`src/rtl/uart_tx_arbiter_if.sv`:
```
// Bundle of request, grant and transmitter-handshake signals between the
// requesters/transmitter side (master) and the uart_tx_arbiter (slave).
interface uart_tx_arbiter_if;
  logic [3:0]  i_req;
  logic [31:0] i_data;
  logic [3:0]  o_ack;
  logic [3:0]  o_done;
  logic        o_timeout;
  logic        o_tx_data_avail;
  logic [7:0]  o_tx_data_byte;
  logic        i_tx_active;
  logic        i_tx_done;
  logic        o_busy;
  logic [1:0]  o_owner;

  modport slave (
    input  i_req, i_data, i_tx_active, i_tx_done,
    output o_ack, o_done, o_timeout, o_tx_data_avail, o_tx_data_byte,
           o_busy, o_owner
  );

  modport master (
    output i_req, i_data, i_tx_active, i_tx_done,
    input  o_ack, o_done, o_timeout, o_tx_data_avail, o_tx_data_byte,
           o_busy, o_owner
  );
endinterface

```
`src/rtl/uart_tx_arbiter.sv`:
```
// Four-requester arbiter in front of a single UART transmitter.
// Grants one byte at a time in round-robin order, launches it, then waits
// for the transmitter to report active/done, abandoning the byte if the
// transmitter never starts within START_TIMEOUT cycles.
// Optional macro UART_ARB_PRIO0_EN: requester 0 always wins when requesting;
// round-robin then only arbitrates among requesters 1..3.
module uart_tx_arbiter #(
  parameter int START_TIMEOUT = 16
) (
  input logic           clk,
  input logic           rst,
  uart_tx_arbiter_if.slave bus
);

  typedef enum logic [1:0] {
    IDLE        = 2'd0,
    WAIT_ACTIVE = 2'd1,
    WAIT_DONE   = 2'd2
  } state_t;

  localparam logic [7:0] TimeoutLast = 8'(START_TIMEOUT - 1);

  state_t     state_q, state_d;
  logic [3:0] ack_q, ack_d;
  logic [3:0] done_q, done_d;
  logic       timeout_q, timeout_d;
  logic       avail_q, avail_d;
  logic [7:0] txByte_q, txByte_d;
  logic [1:0] owner_q, owner_d;
  logic [1:0] lastOwner_q, lastOwner_d;
  logic [7:0] count_q, count_d;
  logic [1:0] pick;

  // Lowest ascending offset from the last owner wins; iterating downwards
  // lets the nearest candidate overwrite farther ones.
  function automatic logic [1:0] rrPick(input logic [3:0] req, input logic [1:0] last);
    logic [1:0] idx;
    logic [1:0] win;
    win = last;
    for (int k = 4; k >= 1; k--) begin
      idx = last + 2'(k);
      if (req[idx]) win = idx;
    end
    return win;
  endfunction

  // Choose the requester that would be granted at this edge.
  always_comb begin
`ifdef UART_ARB_PRIO0_EN
    if (bus.i_req[0]) pick = 2'd0;
    else              pick = rrPick({bus.i_req[3:1], 1'b0}, lastOwner_q);
`else
    pick = rrPick(bus.i_req, lastOwner_q);
`endif
  end

  // Next-state and registered-output logic; pulses default low every cycle.
  always_comb begin
    state_d     = state_q;
    ack_d       = 4'b0000;
    done_d      = 4'b0000;
    timeout_d   = 1'b0;
    avail_d     = 1'b0;
    txByte_d    = txByte_q;
    owner_d     = owner_q;
    lastOwner_d = lastOwner_q;
    count_d     = count_q;
    case (state_q)
      IDLE: begin
        if ((|bus.i_req) && !bus.i_tx_active) begin
          ack_d    = 4'b0001 << pick;
          avail_d  = 1'b1;
          txByte_d = bus.i_data[{pick, 3'b000} +: 8];
          owner_d  = pick;
          count_d  = 8'd0;
          state_d  = WAIT_ACTIVE;
        end
      end
      WAIT_ACTIVE: begin
        if (bus.i_tx_done) begin
          done_d      = 4'b0001 << owner_q;
          lastOwner_d = owner_q;
          state_d     = IDLE;
        end else if (bus.i_tx_active) begin
          state_d = WAIT_DONE;
        end else begin
          count_d = count_q + 8'd1;
          if (count_q + 8'd1 == TimeoutLast) begin
            timeout_d   = 1'b1;
            lastOwner_d = owner_q;
            state_d     = IDLE;
          end
        end
      end
      WAIT_DONE: begin
        if (bus.i_tx_done) begin
          done_d      = 4'b0001 << owner_q;
          lastOwner_d = owner_q;
          state_d     = IDLE;
        end
      end
      default: state_d = IDLE;
    endcase
  end

  // State and output registers; reset abandons any byte in flight.
  always_ff @(posedge clk or posedge rst) begin
    if (rst) begin
      state_q     <= IDLE;
      ack_q       <= 4'b0000;
      done_q      <= 4'b0000;
      timeout_q   <= 1'b0;
      avail_q     <= 1'b0;
      txByte_q    <= 8'h00;
      owner_q     <= 2'd0;
      lastOwner_q <= 2'd3;
      count_q     <= 8'd0;
    end else begin
      state_q     <= state_d;
      ack_q       <= ack_d;
      done_q      <= done_d;
      timeout_q   <= timeout_d;
      avail_q     <= avail_d;
      txByte_q    <= txByte_d;
      owner_q     <= owner_d;
      lastOwner_q <= lastOwner_d;
      count_q     <= count_d;
    end
  end

  assign bus.o_ack           = ack_q;
  assign bus.o_done          = done_q;
  assign bus.o_timeout       = timeout_q;
  assign bus.o_tx_data_avail = avail_q;
  assign bus.o_tx_data_byte  = txByte_q;
  assign bus.o_owner         = owner_q;
  assign bus.o_busy          = (state_q != IDLE);

endmodule

```
`src/flat_wrapper.sv`:
```
// flat-port wrapper written by rule: the top's interface ports become plain ports
module uart_tx_arbiter_flat 
#(
  parameter int START_TIMEOUT = 16
)
  (clk, rst, bus_i_req, bus_i_data, bus_i_tx_active, bus_i_tx_done, bus_o_ack, bus_o_done, bus_o_timeout, bus_o_tx_data_avail, bus_o_tx_data_byte, bus_o_busy, bus_o_owner);
  uart_tx_arbiter_if bus_i ();
  input logic clk;
  input logic rst;
  input wire logic [$bits(bus_i.i_req)-1:0] bus_i_req;
  input wire logic [$bits(bus_i.i_data)-1:0] bus_i_data;
  input wire logic [$bits(bus_i.i_tx_active)-1:0] bus_i_tx_active;
  input wire logic [$bits(bus_i.i_tx_done)-1:0] bus_i_tx_done;
  output wire logic [$bits(bus_i.o_ack)-1:0] bus_o_ack;
  output wire logic [$bits(bus_i.o_done)-1:0] bus_o_done;
  output wire logic [$bits(bus_i.o_timeout)-1:0] bus_o_timeout;
  output wire logic [$bits(bus_i.o_tx_data_avail)-1:0] bus_o_tx_data_avail;
  output wire logic [$bits(bus_i.o_tx_data_byte)-1:0] bus_o_tx_data_byte;
  output wire logic [$bits(bus_i.o_busy)-1:0] bus_o_busy;
  output wire logic [$bits(bus_i.o_owner)-1:0] bus_o_owner;
  assign bus_i.i_req = bus_i_req;
  assign bus_i.i_data = bus_i_data;
  assign bus_i.i_tx_active = bus_i_tx_active;
  assign bus_i.i_tx_done = bus_i_tx_done;
  assign bus_o_ack = bus_i.o_ack;
  assign bus_o_done = bus_i.o_done;
  assign bus_o_timeout = bus_i.o_timeout;
  assign bus_o_tx_data_avail = bus_i.o_tx_data_avail;
  assign bus_o_tx_data_byte = bus_i.o_tx_data_byte;
  assign bus_o_busy = bus_i.o_busy;
  assign bus_o_owner = bus_i.o_owner;
  uart_tx_arbiter #(.START_TIMEOUT(START_TIMEOUT)) u_core (.clk(clk), .rst(rst), .bus(bus_i));
endmodule
```
`config.mk`:
```
export PLATFORM = sky130hd
export DESIGN_NAME = uart_tx_arbiter_flat
export DESIGN_NICKNAME = d
export VERILOG_FILES = /design/src/rtl/uart_tx_arbiter_if.sv /design/src/rtl/uart_tx_arbiter.sv /design/src/flat_wrapper.sv
export SDC_FILE = /design/constraint.sdc
export NUM_CORES = 1
export LEC_CHECK = 0
export CAP_MARGIN = 20
export CORE_MARGIN = 1
export CORE_UTILIZATION = 50
export CTS_CLUSTER_SIZE = 30
export DETAILED_ROUTE_END_ITERATION = 12
export MAX_ROUTING_LAYER = met4
export PLACE_DENSITY = 0.95
export REMOVE_ABC_BUFFERS = 1
export SLEW_MARGIN = 20
export SYNTH_ARGS = -nofsm -noshare
export SYNTH_HDL_FRONTEND = slang
export SYNTH_SLANG_ARGS = --single-unit
```
`constraint.sdc`:
```
create_clock -name clk -period 5.65 [get_ports clk]
set_clock_uncertainty 0.15 [all_clocks]
set_input_delay 0.565 -clock clk [delete_from_list [all_inputs] [get_ports clk]]
set_output_delay 0.565 -clock clk [all_outputs]
set_load 0.1 [all_outputs]
```
==> flow_metrics.tcl <==
set metrics [dict create \
    post-dp-hpwl_um 3860 \
    wl_per_cell_um 16.0 \
    synth_edf_count 0 \
    synth_area_sq_mm 0.00196 \
    r2r-start "u_core.state_q[1]$_DFFE_PP0P_" \
    cts_sinks 32 \
    path_common_cell "inv_1" \
    drtPass1Iterations 4 \
    final_area_sq_mm 0.00270 \
    drive_gt1_share_pct 6.09 \
    maxCapViolations 0 \
    route.final.wire_length_um 5220 \
    period_needed_ns 3.12 \
    arrival_ns 2.40 \
    fp.dieW_um 64.6 \
    synth_cells 218 \
    root_buffer "clkbuf_8" \
    layout.cells.non_filler 327 \
    clkTransAtPathRegs_ns 0.07 \
    dieHeight_um 64.6 \
    syn_area_per_cell_sq_um 8.98 \
    clockPowerShare_pct 13.4 \
    crit_path_start "u_core.state_q[0]$_DFFE_PP0P_" \
    synthArstFlopShare_pct 100 \
    crit_fanout 6 \
    clock_latency_ns 0.29 \
    vias 1963 \
    status "completed" \
    ctsResizeCount 0 \
    intPower_w 0.000725 \
    die_area_sq_mm 0.00417 \
    synth_largest_area_cell "dfrtp_1" \
    cp-end-kind "output pin" \
    dr.first_iter.drc_count 175 \
    port_buffers 60 \
    total_leakage_power_nw 1.12 \
    p_seq_share_pct 23.9 \
    fp.coreArea_sq_mm 0.00372 \
    synth-seq-area-share_pct 41.0 \
    post_cts_buffers 0 \
    timing.setup.tns_ns 0 \
    grt_max_degree 33 \
    fill_cells 270 \
    gp_congestion 0.908 \
    startpoint_type "flop" \
    swShare_pct 54.4 \
    multi_input_area_sq_mm 0.00108 \
    fin_nets 323 \
    p_per_area_mw_per_mm2 589 \
    ys_seq_elements 32 \
    yosysUniqueCellTypes 46 \
    initial_core_util_pct 52.7 \
    viasPerCell 6.00 \
    hp-class "reg2reg" \
    slowest_stage "clkdlybuf4s50_1" \
    crit_required_ns 4.93 \
    htree_levels 2 \
    timing.rr.end "u_core.count_q[2]$_DFFE_PP0P_" \
    rr_worst_depth 7 \
    slew_headroom_pct 33.2 \
    finalHoldViolations 0 \
    synth_common_cells "dfrtp_1 (30), nor2_1 (18), nand2_1 (17), o21ai_0 (16)" \
    worstPathCellList "inv_1, ha_1, inv_1, clkdlybuf4s50_1" \
    criticalPathCategory "reg2out" \
    grt_overflow 0 \
    synthTopCellsByArea "dfrtp_1 (38%), o21ai_0 (4.1%), nor2_1 (3.5%)" \
    pwr-share-comb_pct 62.7 \
    hold_ws_ns 0.366 \
    n_antenna_cell 0 \
    ir_drop_mv 0.362 \
    row_count 22 \
    grt_use_total_pct 27.1 \
    antenna_found_initial 0 \
    worst_pin_slew_ns 0.999 \
    crit_end "bus_o_busy" \
    ys_warn_count 0 \
    grt_pass1_vias 1805 \
    power_switching_w 0.000866 \
    grt_pass1_wl_um 8410 \
    io-pin-count 61 \
    synth_flop_cell "dfrtp_1" \
    fmax_ghz 0.321 \
    synth.most_common_cell "dfrtp_1" \
    regToRegSetupSlack_ns 3.36 \
    holdBufCountCts 0 \
    drc_errors 0 \
    dp.cells 319 \
    cts_buffers 5 \
    synth_top_area_share_pct 38.3 \
    place_area_sq_mm 0.00259 \
    cts_buffer_depth 2 \
    critical_path.max_stage_delay_ns 1.18 \
    maxSlewViolCount 0 \
    period_share_pct 55.2 \
    rsz0062_at_grt "no" \
    cts_tree "yes" \
    setup_viol 0 \
    whs_path_depth 1 \
    antenna_left 0 \
    ff_latch_area_sq_um 803 \
    area_growth_pct 38.0 \
]
## critical path: cells and delay by family, from the launching register on
kind       cells  cell delay (ns)
fa+ha+maj      1             0.25
buf+inv        3             1.47
flops          1             0.39
## area by class of cell
class | instances | share of cell area (%)
clock inverters | 2 | 1.30
inverters | 11 | 1.53
repair buffers | 61 | 22.5
multi-input cells | 167 | 40.0
well taps | 48 | 2.22
clock buffers | 6 | 2.69
flip-flops and latches | 32 | 29.7
## cells by family after synthesis
kind of cell    after synthesis  share of synthesized area (%)
flops                        32                           41.0
buf+inv                      19                           3.71
mux                           3                           1.53
simple gates                 90                           24.9
compound gates               66                           24.3
fa+ha+maj                     5                           3.19
xor+xnor                      3                           1.34
## cell usage in the layout (no fill, tap or decap), types with 6 or more instances in the layout
cell             synthesis  routed
a21o_1                   7       7
a21oi_1                  6       6
a221oi_1                 6       6
and3_1                   8       8
clkdlybuf4s50_1          0      60
dfrtp_1                 30      30
inv_1                   11      11
nand2_1                 17      17
nand2b_1                 7       7
nand3_1                 11      11
nor2_1                  18      18
nor3_1                   8       8
o21ai_0                 16      16
## power by group through the flow
stage | registers (W) | clock network [W] | logic (W)
after detailed placement | 0.000380 | 0 | 0.000990
after CTS | 0.000377 | 0.000215 | 0.000994
after global routing | 0.000389 | 0.000228 | 0.00105
after global placement | 0.000375 | 0 | 0.000963
after floorplan | 0.000733 | 0 | 0.000383
final | 0.000381 | 0.000213 | 0.000997
## registers in the layout, indices dropped and copies added, names as in the netlist, 2 cells and up
signal and flops:
u_core.state_q 2, u_core.bus.o_done 4, u_core.count_q 8, u_core.bus.o_owner 2
u_core.lastOwner_q 2, u_core.bus.o_ack 4, u_core.bus.o_tx_data_byte 8
## worst min path at each step
stage                     slack, ns                                        to                                      from
after CTS                      0.37            u_core.bus.o_done[1]$_DFF_PP0_         u_core.bus.o_owner[1]$_DFFE_PP0P_
after global routing           0.40  u_core.bus.o_tx_data_byte[2]$_DFFE_PP0P_  u_core.bus.o_tx_data_byte[2]$_DFFE_PP0P_
after detailed placement       0.36            u_core.bus.o_done[1]$_DFF_PP0_         u_core.bus.o_owner[1]$_DFFE_PP0P_
final                          0.37            u_core.bus.o_done[1]$_DFF_PP0_         u_core.bus.o_owner[1]$_DFFE_PP0P_
after global placement         0.32            u_core.bus.o_done[1]$_DFF_PP0_         u_core.bus.o_owner[1]$_DFFE_PP0P_
after floorplan                0.32             u_core.count_q[7]$_DFFE_PP0P_             u_core.count_q[7]$_DFFE_PP0P_
## layer usage
metal / GRT usage [%] / vias up / share of wire [%]
li1: - / 923 / -
met1: 33.3 / 935 / 41
met2: 43.9 / 94 / 50
met3: 5.11 / 11 / 6.8
met4: 11.1 / 0 / 2.4
met5: - / - / 0
## stage by stage
step	util [%]	total power, W	worst slack, ns
floorplan	-	0.00112	3.09
global placement	69.8	0.00134	2.82
detailed placement	69.8	0.00137	2.78
CTS	72.7	0.00159	2.54
global route	72.7	0.00167	2.48
finish	72.7	0.00159	2.53
Power figures use the tool's default switching activity.
